### src/rtl/bitmap_blit_ctrl_if.sv
// Beam timing, sprite origin and ROM row signals between the VGA timing side and bitmap_blit_ctrl.
// flip_h exists only when BLIT_FLIP_EN is defined.
interface bitmap_blit_ctrl_if;
    logic        pix_tick;
    logic        line_start;
    logic [9:0]  next_y;
    logic [9:0]  pix_x;
    logic        video_on;
    logic [9:0]  org_x;
    logic [9:0]  org_y;
    logic [4:0]  rom_addr;
    logic [63:0] rom_data;
    logic        pix_on;
    logic        busy;
`ifdef BLIT_FLIP_EN
    logic        flip_h;

    modport master (output pix_tick, line_start, next_y, pix_x, video_on, org_x, org_y,
                    output rom_data, flip_h, input rom_addr, pix_on, busy);
    modport slave  (input pix_tick, line_start, next_y, pix_x, video_on, org_x, org_y,
                    input rom_data, flip_h, output rom_addr, pix_on, busy);
`else
    modport master (output pix_tick, line_start, next_y, pix_x, video_on, org_x, org_y,
                    output rom_data, input rom_addr, pix_on, busy);
    modport slave  (input pix_tick, line_start, next_y, pix_x, video_on, org_x, org_y,
                    input rom_data, output rom_addr, pix_on, busy);
`endif
endinterface

### src/rtl/bitmap_blit_ctrl.sv
// Line-buffered 64x32 bitmap blitter with integer upscale; BLIT_FLIP_EN adds horizontal mirroring.
// Latency: pix_on registered on the pix_tick clk for the pix_x of that tick, held to the next tick.
// No backpressure: follows the beam; line_start aborts any line in flight.
module bitmap_blit_ctrl #(
    parameter int SCALE_LOG2 = 0
) (
    input  logic               clk,
    input  logic               reset,
    bitmap_blit_ctrl_if.slave  bus
);
    typedef enum logic [1:0] {IDLE, FETCH, ARMED, DRAW} state_t;

    localparam logic [10:0] H       = 11'(32 << SCALE_LOG2);
    localparam logic [1:0]  SUB_MAX = 2'((1 << SCALE_LOG2) - 1);

    state_t      state_q, state_d;
    logic [4:0]  rom_addr_q, rom_addr_d;
    logic        pix_on_q, pix_on_d;
    logic [63:0] line_buf_q, line_buf_d;
    logic [5:0]  col_q, col_d;
    logic [1:0]  sub_q, sub_d;
    logic [9:0]  ox_q, ox_d;
    logic [9:0]  oy_q, oy_d;
    logic        flip_q, flip_d;

    logic [10:0] dy;
    logic        hit;
    logic        match;
    logic        last;

    // dy[10] set means next_y lies above the sprite top.
    assign dy    = {1'b0, bus.next_y} - {1'b0, bus.org_y};
    assign hit   = !dy[10] && (dy < H);
    assign match = bus.pix_tick && (bus.pix_x == ox_q);
    // sub_q is the sub-pixel index of the next pixel; col_q is the column last drawn.
    assign last  = (col_q == 6'd63) && (sub_q == 2'd0);

    function automatic logic pick(input logic [63:0] b, input logic [5:0] c, input logic f);
        return b[f ? ~c : c];
    endfunction

    always_ff @(posedge clk) begin
        if (reset) state_q <= IDLE;
        else       state_q <= state_d;
    end

    always_comb begin
        state_d = state_q;
        if (bus.line_start) begin
            state_d = hit ? FETCH : IDLE;
        end else begin
            case (state_q)
                FETCH:   state_d = ARMED;
                ARMED:   if (match) state_d = DRAW;
                DRAW:    if (bus.pix_tick && last) state_d = IDLE;
                default: state_d = state_q;
            endcase
        end
    end

    always_comb begin
        rom_addr_d = rom_addr_q;
        pix_on_d   = pix_on_q;
        line_buf_d = line_buf_q;
        col_d      = col_q;
        sub_d      = sub_q;
        ox_d       = ox_q;
        oy_d       = oy_q;
        flip_d     = flip_q;
        if (bus.line_start) begin
            pix_on_d = 1'b0;
            ox_d     = bus.org_x;
            oy_d     = bus.org_y;
`ifdef BLIT_FLIP_EN
            flip_d   = bus.flip_h;
`else
            flip_d   = 1'b0;
`endif
            if (hit) rom_addr_d = 5'(dy >> SCALE_LOG2);
        end else begin
            case (state_q)
                FETCH: line_buf_d = bus.rom_data;
                ARMED: begin
                    if (match) begin
                        col_d    = 6'd0;
                        sub_d    = 2'd1 & SUB_MAX;
                        pix_on_d = pick(line_buf_q, 6'd0, flip_q) & bus.video_on;
                    end
                end
                DRAW: begin
                    if (bus.pix_tick) begin
                        if (last) begin
                            pix_on_d = 1'b0;
                        end else begin
                            col_d    = (sub_q == 2'd0) ? col_q + 6'd1 : col_q;
                            sub_d    = (sub_q + 2'd1) & SUB_MAX;
                            pix_on_d = pick(line_buf_q, col_d, flip_q) & bus.video_on;
                        end
                    end
                end
                default: pix_on_d = 1'b0;
            endcase
        end
    end

    always_ff @(posedge clk) begin
        if (reset) begin
            rom_addr_q <= '0;
            pix_on_q   <= 1'b0;
            line_buf_q <= '0;
            col_q      <= '0;
            sub_q      <= '0;
            ox_q       <= '0;
            oy_q       <= '0;
            flip_q     <= 1'b0;
        end else begin
            rom_addr_q <= rom_addr_d;
            pix_on_q   <= pix_on_d;
            line_buf_q <= line_buf_d;
            col_q      <= col_d;
            sub_q      <= sub_d;
            ox_q       <= ox_d;
            oy_q       <= oy_d;
            flip_q     <= flip_d;
        end
    end

    assign bus.rom_addr = rom_addr_q;
    assign bus.pix_on   = pix_on_q;
    assign bus.busy     = (state_q != IDLE);
endmodule

### src/flat_wrapper.sv
// flat-port wrapper written by rule: the top's interface ports become plain ports
module bitmap_blit_ctrl_flat 
#(
    parameter int SCALE_LOG2 = 0
)
  (clk, reset, bus_pix_tick, bus_line_start, bus_next_y, bus_pix_x, bus_video_on, bus_org_x, bus_org_y, bus_rom_data, bus_rom_addr, bus_pix_on, bus_busy);
  bitmap_blit_ctrl_if bus_i ();
  input  logic clk;
  input  logic reset;
  input wire logic [$bits(bus_i.pix_tick)-1:0] bus_pix_tick;
  input wire logic [$bits(bus_i.line_start)-1:0] bus_line_start;
  input wire logic [$bits(bus_i.next_y)-1:0] bus_next_y;
  input wire logic [$bits(bus_i.pix_x)-1:0] bus_pix_x;
  input wire logic [$bits(bus_i.video_on)-1:0] bus_video_on;
  input wire logic [$bits(bus_i.org_x)-1:0] bus_org_x;
  input wire logic [$bits(bus_i.org_y)-1:0] bus_org_y;
  input wire logic [$bits(bus_i.rom_data)-1:0] bus_rom_data;
  output wire logic [$bits(bus_i.rom_addr)-1:0] bus_rom_addr;
  output wire logic [$bits(bus_i.pix_on)-1:0] bus_pix_on;
  output wire logic [$bits(bus_i.busy)-1:0] bus_busy;
  assign bus_i.pix_tick = bus_pix_tick;
  assign bus_i.line_start = bus_line_start;
  assign bus_i.next_y = bus_next_y;
  assign bus_i.pix_x = bus_pix_x;
  assign bus_i.video_on = bus_video_on;
  assign bus_i.org_x = bus_org_x;
  assign bus_i.org_y = bus_org_y;
  assign bus_i.rom_data = bus_rom_data;
  assign bus_rom_addr = bus_i.rom_addr;
  assign bus_pix_on = bus_i.pix_on;
  assign bus_busy = bus_i.busy;
  bitmap_blit_ctrl #(.SCALE_LOG2(SCALE_LOG2)) u_core (.clk(clk), .reset(reset), .bus(bus_i));
endmodule
### config.mk
export PLATFORM = sky130hd
export DESIGN_NAME = bitmap_blit_ctrl_flat
export DESIGN_NICKNAME = d
export VERILOG_FILES = /design/src/rtl/bitmap_blit_ctrl_if.sv /design/src/rtl/bitmap_blit_ctrl.sv /design/src/flat_wrapper.sv
export SDC_FILE = /design/constraint.sdc
export NUM_CORES = 1
export LEC_CHECK = 0
export BUFFER_PORTS_ARGS = -buffer_cell sky130_fd_sc_hd__buf_4
export CAP_MARGIN = 15
export CORE_MARGIN = 3
export CORE_UTILIZATION = 40
export CTS_BUF_LIST = sky130_fd_sc_hd__clkbuf_8
export CTS_CLUSTER_DIAMETER = 60
export CTS_CLUSTER_SIZE = 14
export DETAILED_ROUTE_END_ITERATION = 8
export GPL_TIMING_DRIVEN = 1
export SYNTH_ARGS = -nofsm -noshare
export SYNTH_HDL_FRONTEND = slang
export SYNTH_SLANG_ARGS = --single-unit
export TNS_END_PERCENT = 10
### constraint.sdc
create_clock -name clk -period 3.35 [get_ports clk]
set_input_delay 0.335 -clock clk [delete_from_list [all_inputs] [get_ports clk]]
set_output_delay 0.335 -clock clk [all_outputs]
set_load 0.1 [all_outputs]
## Word-level counts from Yosys, hierarchy flattened

Cells that the tools add are included.

- Input port bits: 109
- Logic and storage cells: 60
- Flip-flop bits (word level): 90
- Output and inout bits: 7

- Bitwise logic cells: 4
- Eq/ne operators: 10
- Reduce and logical (&&, ||, !) cells: 15
- Magnitude comparators: 2
- Add/sub/neg operators: 2
- Multiplexer cells: 20

Operators with widths:

| operator | count |
|---|---|
| two-way mux 6 bit | 4 |
| two-way mux 2 bit | 6 |
| case mux 6 bit (2 select lines) | 1 |
| < comparator 11 x 6 -> 1 bit (second input constant) | 1 |
| subtractor 10 x 10 -> 11 bit | 1 |
| equality test 10 bit | 1 |
| < comparator 6 x 7 -> 1 bit (second input constant) | 1 |
| adder 6 x 1 -> 6 bit (second input constant) | 1 |
| binary-select mux 1 bit (select 6 bit) | 1 |
| equality test 6 bit (second input constant) | 1 |
| != test 3 x 2 -> 1 bit (second input constant) | 2 |
| case mux 2 bit (3 select lines) | 1 |
| AND reduction 3 bit | 2 |
| two-way mux 1 bit | 5 |
| AND reduction 5 bit | 1 |
| equality test 2 bit (second input constant) | 2 |
| logical AND 1 bit | 4 |
| != test 2 bit (second input constant) | 2 |
| case mux 2 bit (2 select lines) | 1 |
| AND reduction 2 bit | 2 |
| nonzero test 2 bit | 2 |
| nonzero test 4 bit | 1 |
| case mux 1 bit (3 select lines) | 1 |
| AND 1 bit | 2 |
| 6 further kinds | 7 |

## Longest topological paths before layout

- Word-level depth: 8
- Gate-level depth with buffers: 10
- Gate-level depth less buffers: 10

## Least setup slack after synthesis

Ideal clock, no wire load.

- Kind: input -> register
- From: input bus_next_y[0]
- To: register u_core.rom_addr_q[3], in the netlist u_core.bus.rom_addr[3]
- Data required time: 3229 ps
- Arrival time: 2366 ps
- Stages on the path: 10
- Slack: 863 ps
- Buffers on the path: 0
- Library setup time: 121 ps
- Cell sequence: inv_1 -> ha_1 -> fa_1 -> nor2b_4 -> o2111ai_1 -> a21boi_2 -> mux2i_1 -> nand4bb_2 -> nor3_4 -> mux2_4

- Longest elaborated chain between the ends: 4
- Elaborated cells on any way between the ends: 5
- Classes of those cells: add/sub: 1; order compare: 1; reduce/logical: 3

Ends and longest elaborated chain:

| what | RTL line | RTL |
|---|---|---|
| start: declaration | flat_wrapper.sv:12 | `input wire logic [$bits(bus_i.next_y)-1:0] bus_next_y;` |
| subtractor 10 x 10 -> 11 bit (*) | bitmap_blit_ctrl.sv:32 | `assign dy = {1'b0, bus.next_y} - {1'b0, bus.org_y};` |
| < comparator 11 x 6 -> 1 bit or logical NOT 1 bit (tied branches) | bitmap_blit_ctrl.sv:33 | `assign hit = !dy[10] && (dy < H);` |
| logical AND 1 bit | bitmap_blit_ctrl.sv:33 |  |
| AND reduction 2 bit (no line) | - |  |
| end signal: assignment | bitmap_blit_ctrl.sv:117 | `rom_addr_q <= rom_addr_d;` |
| end: declaration | bitmap_blit_ctrl.sv:17 | `logic [4:0] rom_addr_q, rom_addr_d;` |

Every way passes the cells marked *; elsewhere a longest branch is shown, timed or not.
A chain may end at the register's enable or synchronous reset.

## Worst setup path in the final report

- From: input bus_org_y[0]
- To: register u_core.rom_addr_q[3], in the netlist u_core.bus.rom_addr[3]

- Longest elaborated chain between the ends: 4
- Elaborated cells on any way between the ends: 5
- Classes of those cells: add/sub: 1; order compare: 1; reduce/logical: 3

Ends and longest elaborated chain:

| what | RTL line | RTL |
|---|---|---|
| start: declaration | flat_wrapper.sv:16 | `input wire logic [$bits(bus_i.org_y)-1:0] bus_org_y;` |
| subtractor 10 x 10 -> 11 bit (*) | bitmap_blit_ctrl.sv:32 |  |
| < comparator 11 x 6 -> 1 bit or logical NOT 1 bit (tied branches) | bitmap_blit_ctrl.sv:33 |  |
| logical AND 1 bit | bitmap_blit_ctrl.sv:33 |  |
| AND reduction 2 bit (no line) | - |  |

Marks and branches as above.

==> reports/metrics.yaml <==
outcome: "finished, final reports clean"
dr_total_vias: 3857
nets: 748
top_usage_layer: "met2"
synth_cell_types: 56
rsz0062_at_grt: "no"
whs_path_depth: 3
swShare_pct: 27.2
post-synth-top-count-cell: "nand2_1"
grtUsageTotal_pct: 17.0
dpl-instance-area_um2: 5450
critPathMaxFanout: 4
synth_area_um2: 4510
fin_ws_ns: 0.865
p_int_uw: 1620
dpl.hpwl_um: 7850
r2r-end: "u_core.bus.pix_on$_SDFFE_PP0P_"
portBuffers: 115
cts_sinks: 88
required_ns: 3.60
avgSynthCellArea_um2: 8.63
die_x_um: 112
crit_chain: "buf_4, ha_1, fa_1, nor2b_4, o2111ai_1, a21boi_2, o2111ai_1, nand4bb_2, nor3_4, mux2_4"
htreeDepth: 3
drt_iter0_drc: 208
final_max_slew_viol_count: 0
setup_viol: 0
tightest_slew_ns: 0.904
finalInstanceArea_um2: 5660
start_util_pct: 41.2
hold_viol: 0
antenna_found_initial: 0
fp.coreArea_um2: 10900
async_flop_share_pct: 0
worst-path-buf-inv: 1
max-cap-violations: 0
syn_nets: 647
drc: 0
post_cts_buffers: 0
fin_crit_ns: 2.49
cts_buffers: 9
clock_latency_ns: 0.36
grtUsageMet1_pct: 23.4
startpoint_type: "input port"
min_from: "bus_rom_data[49]"
first_pass_iters: 4
synth_top_flop_cell: "dfxtp_1"
cpMostUsedCell: "o2111ai_1"
max_stage_delay_ns: 0.46
fp.dieH_um: 112
slew_headroom_pct: 39.7
synth_top_area_share_pct: 39.1
diodes: 0
synth_top_cells_by_count: "nand2_1 (140), dfxtp_1 (88), a21oi_1 (76)"
grt_pass1_wl_um: 17700
cp_top_family: "simple AND/OR/NAND/NOR gates"
rows: 38
end_kind: "flip-flop"
clkPwrFrac_pct: 33.6
cts.path.max_buffers: 2
io_pins: 116
hold_path_class: "in -> reg"
finalCritPeriodShare_pct: 74.2
drive_gt1_share_pct: 27.9
ys_warn_count: 0
synth_edf_count: 0
use_met2_pct: 27.5
root_buffer: "clkbuf_8"
pre_cts_ws_ns: 0.511
hold_path_end: "u_core.line_buf_q[49]$_SDFFE_PP0P_"
drtAntennaViolNets: 0
power.net_switching_uw: 605
synth_cells: 522
p_seq_share_pct: 49.3
cts_tree: "done"
slowest_stage: "fa_1"
ctsResizeCount: 0
r2r_slack_ns: 0.96
timing.hold.ws_ns: 0.213
grt_pass1_vias: 3827
wire_per_inst_um: 13.8
post-route-util_pct: 51.7
r2r_cells: 7
area_growth_pct: 25.5
path_class: "in -> reg"
r2r_start: "u_core.col_q[1]$_SDFFE_PP0P_"
synth_seq_cells: 88
grt-ovfl-total: 0
fmaxAchievable_mhz: 402
share_comb_of_total_power_pct: 17.1
via_per_inst: 5.02
synth.area.top_cells: "dfxtp_1 (39%), nand2_1 (12%), mux4_2 (9.0%)"
gp_congestion: 0.807
design.die.area_um2: 12600
clk_pin_slew_worst_paths_ns: 0.09
fin_worst_skew_ns: 0.00884
worstPathArrival_ns: 2.74
wl_um: 10600
hold_buffers: 0
power_density_nw_per_um2: 394
grt_max_degree: 90
use_met3_pct: 3.13
synth_area_leader_cell: "dfxtp_1"
yosysSeqAreaShare_pct: 39.1
ir_worst_vdd_uv: 176
tns_ns: 0
leakagePower_uw: 0.00221
-- registers in the layout, indices dropped and copies added (netlist names) --
name / flops
u_core.bus.pix_on: 1
u_core.bus.rom_addr: 5
u_core.col_q: 6
u_core.line_buf_q: 64
u_core.ox_q: 10
u_core.state_q: 2
-- cells in the final DEF, fill, tap and decap left out, types with 13 or more instances in the layout --
cell / synthesis / final
nand2_1: 140 / 140
buf_4: 2 / 121
dfxtp_1: 88 / 88
a21oi_1: 76 / 76
nor2_1: 26 / 26
mux4_2: 18 / 18
inv_1: 17 / 17
mux2i_1: 16 / 16
ha_1: 15 / 15
xnor2_1: 13 / 13
-- worst register-to-register path, delay by kind of cell, from the launching register on --
kind	cells	cell delay (ns)
AO/OA/AOI/OAI	2	0.25
adder cells (fa/ha/maj)	1	0.30
multiplexers	2	1.05
buffers and inverters	1	0.21
AND/OR/NAND/NOR	1	0.10
flip-flops	1	0.35
-- kinds of logic (layout without fill, tap and decap cells) --
kind of cell               count (synthesis)  after routing  synth area share (%)
and+or+nand+nor                          204            204                  19.8
AOI/OAI and AO/OA                        109            109                  14.3
buffers and inverters                     48            154                  4.66
xor gates and xnor gates                  20             20                  4.05
adders and majority gates                 16             16                  4.61
DFF                                       88             88                  39.1
muxes                                     37             37                  13.4
-- layout make-up --
cell class                 instances  area, um2
clock buffer                       9        124
clock inverter                     7       78.8
fill                            1054       5280
inverter                          17       63.8
multi-input combinational        386       2540
sequential                        88       1760
tap                              140        175
timing repair buffer             121        908
-- power by group through the flow --
stage | Sequential [uW] | Combinational (uW) | Clock, uW
floorplan | 1120 | 230 | 0
global placement | 1120 | 377 | 0
detailed placement | 1120 | 381 | 0
CTS | 1100 | 383 | 769
global route | 1100 | 422 | 814
finish | 1100 | 380 | 749
-- layer usage --
layer	part of all wire (%)	up-vias
li1	-	1988
met4	1.5	0
met5	0	-
met3	4.6	16
met1	47	1748
met2	47	105
-- metrics by stage --
step / cells / power, uW
detailed placement: 752 / 1500
global route: 768 / 2340
global placement: 752 / 1500
finish: 768 / 2230
floorplan: 522 / 1350
CTS: 768 / 2250
-- how the worst max path moves through the flow --
stage / startpoint / endpoint / depth (start not counted)
floorplan: bus_next_y[0] / u_core.bus.rom_addr[3]$_SDFFE_PP0P_ / 10
global placement: bus_org_y[0] / u_core.bus.rom_addr[3]$_SDFFE_PP0P_ / 10
detailed placement: bus_org_y[0] / u_core.bus.rom_addr[3]$_SDFFE_PP0P_ / 10
CTS: bus_org_y[0] / u_core.bus.rom_addr[3]$_SDFFE_PP0P_ / 10
global route: bus_org_y[0] / u_core.bus.rom_addr[3]$_SDFFE_PP0P_ / 10
finish: bus_org_y[0] / u_core.bus.rom_addr[3]$_SDFFE_PP0P_ / 10
No activity file was read; power rests on OpenSTA's default activity.
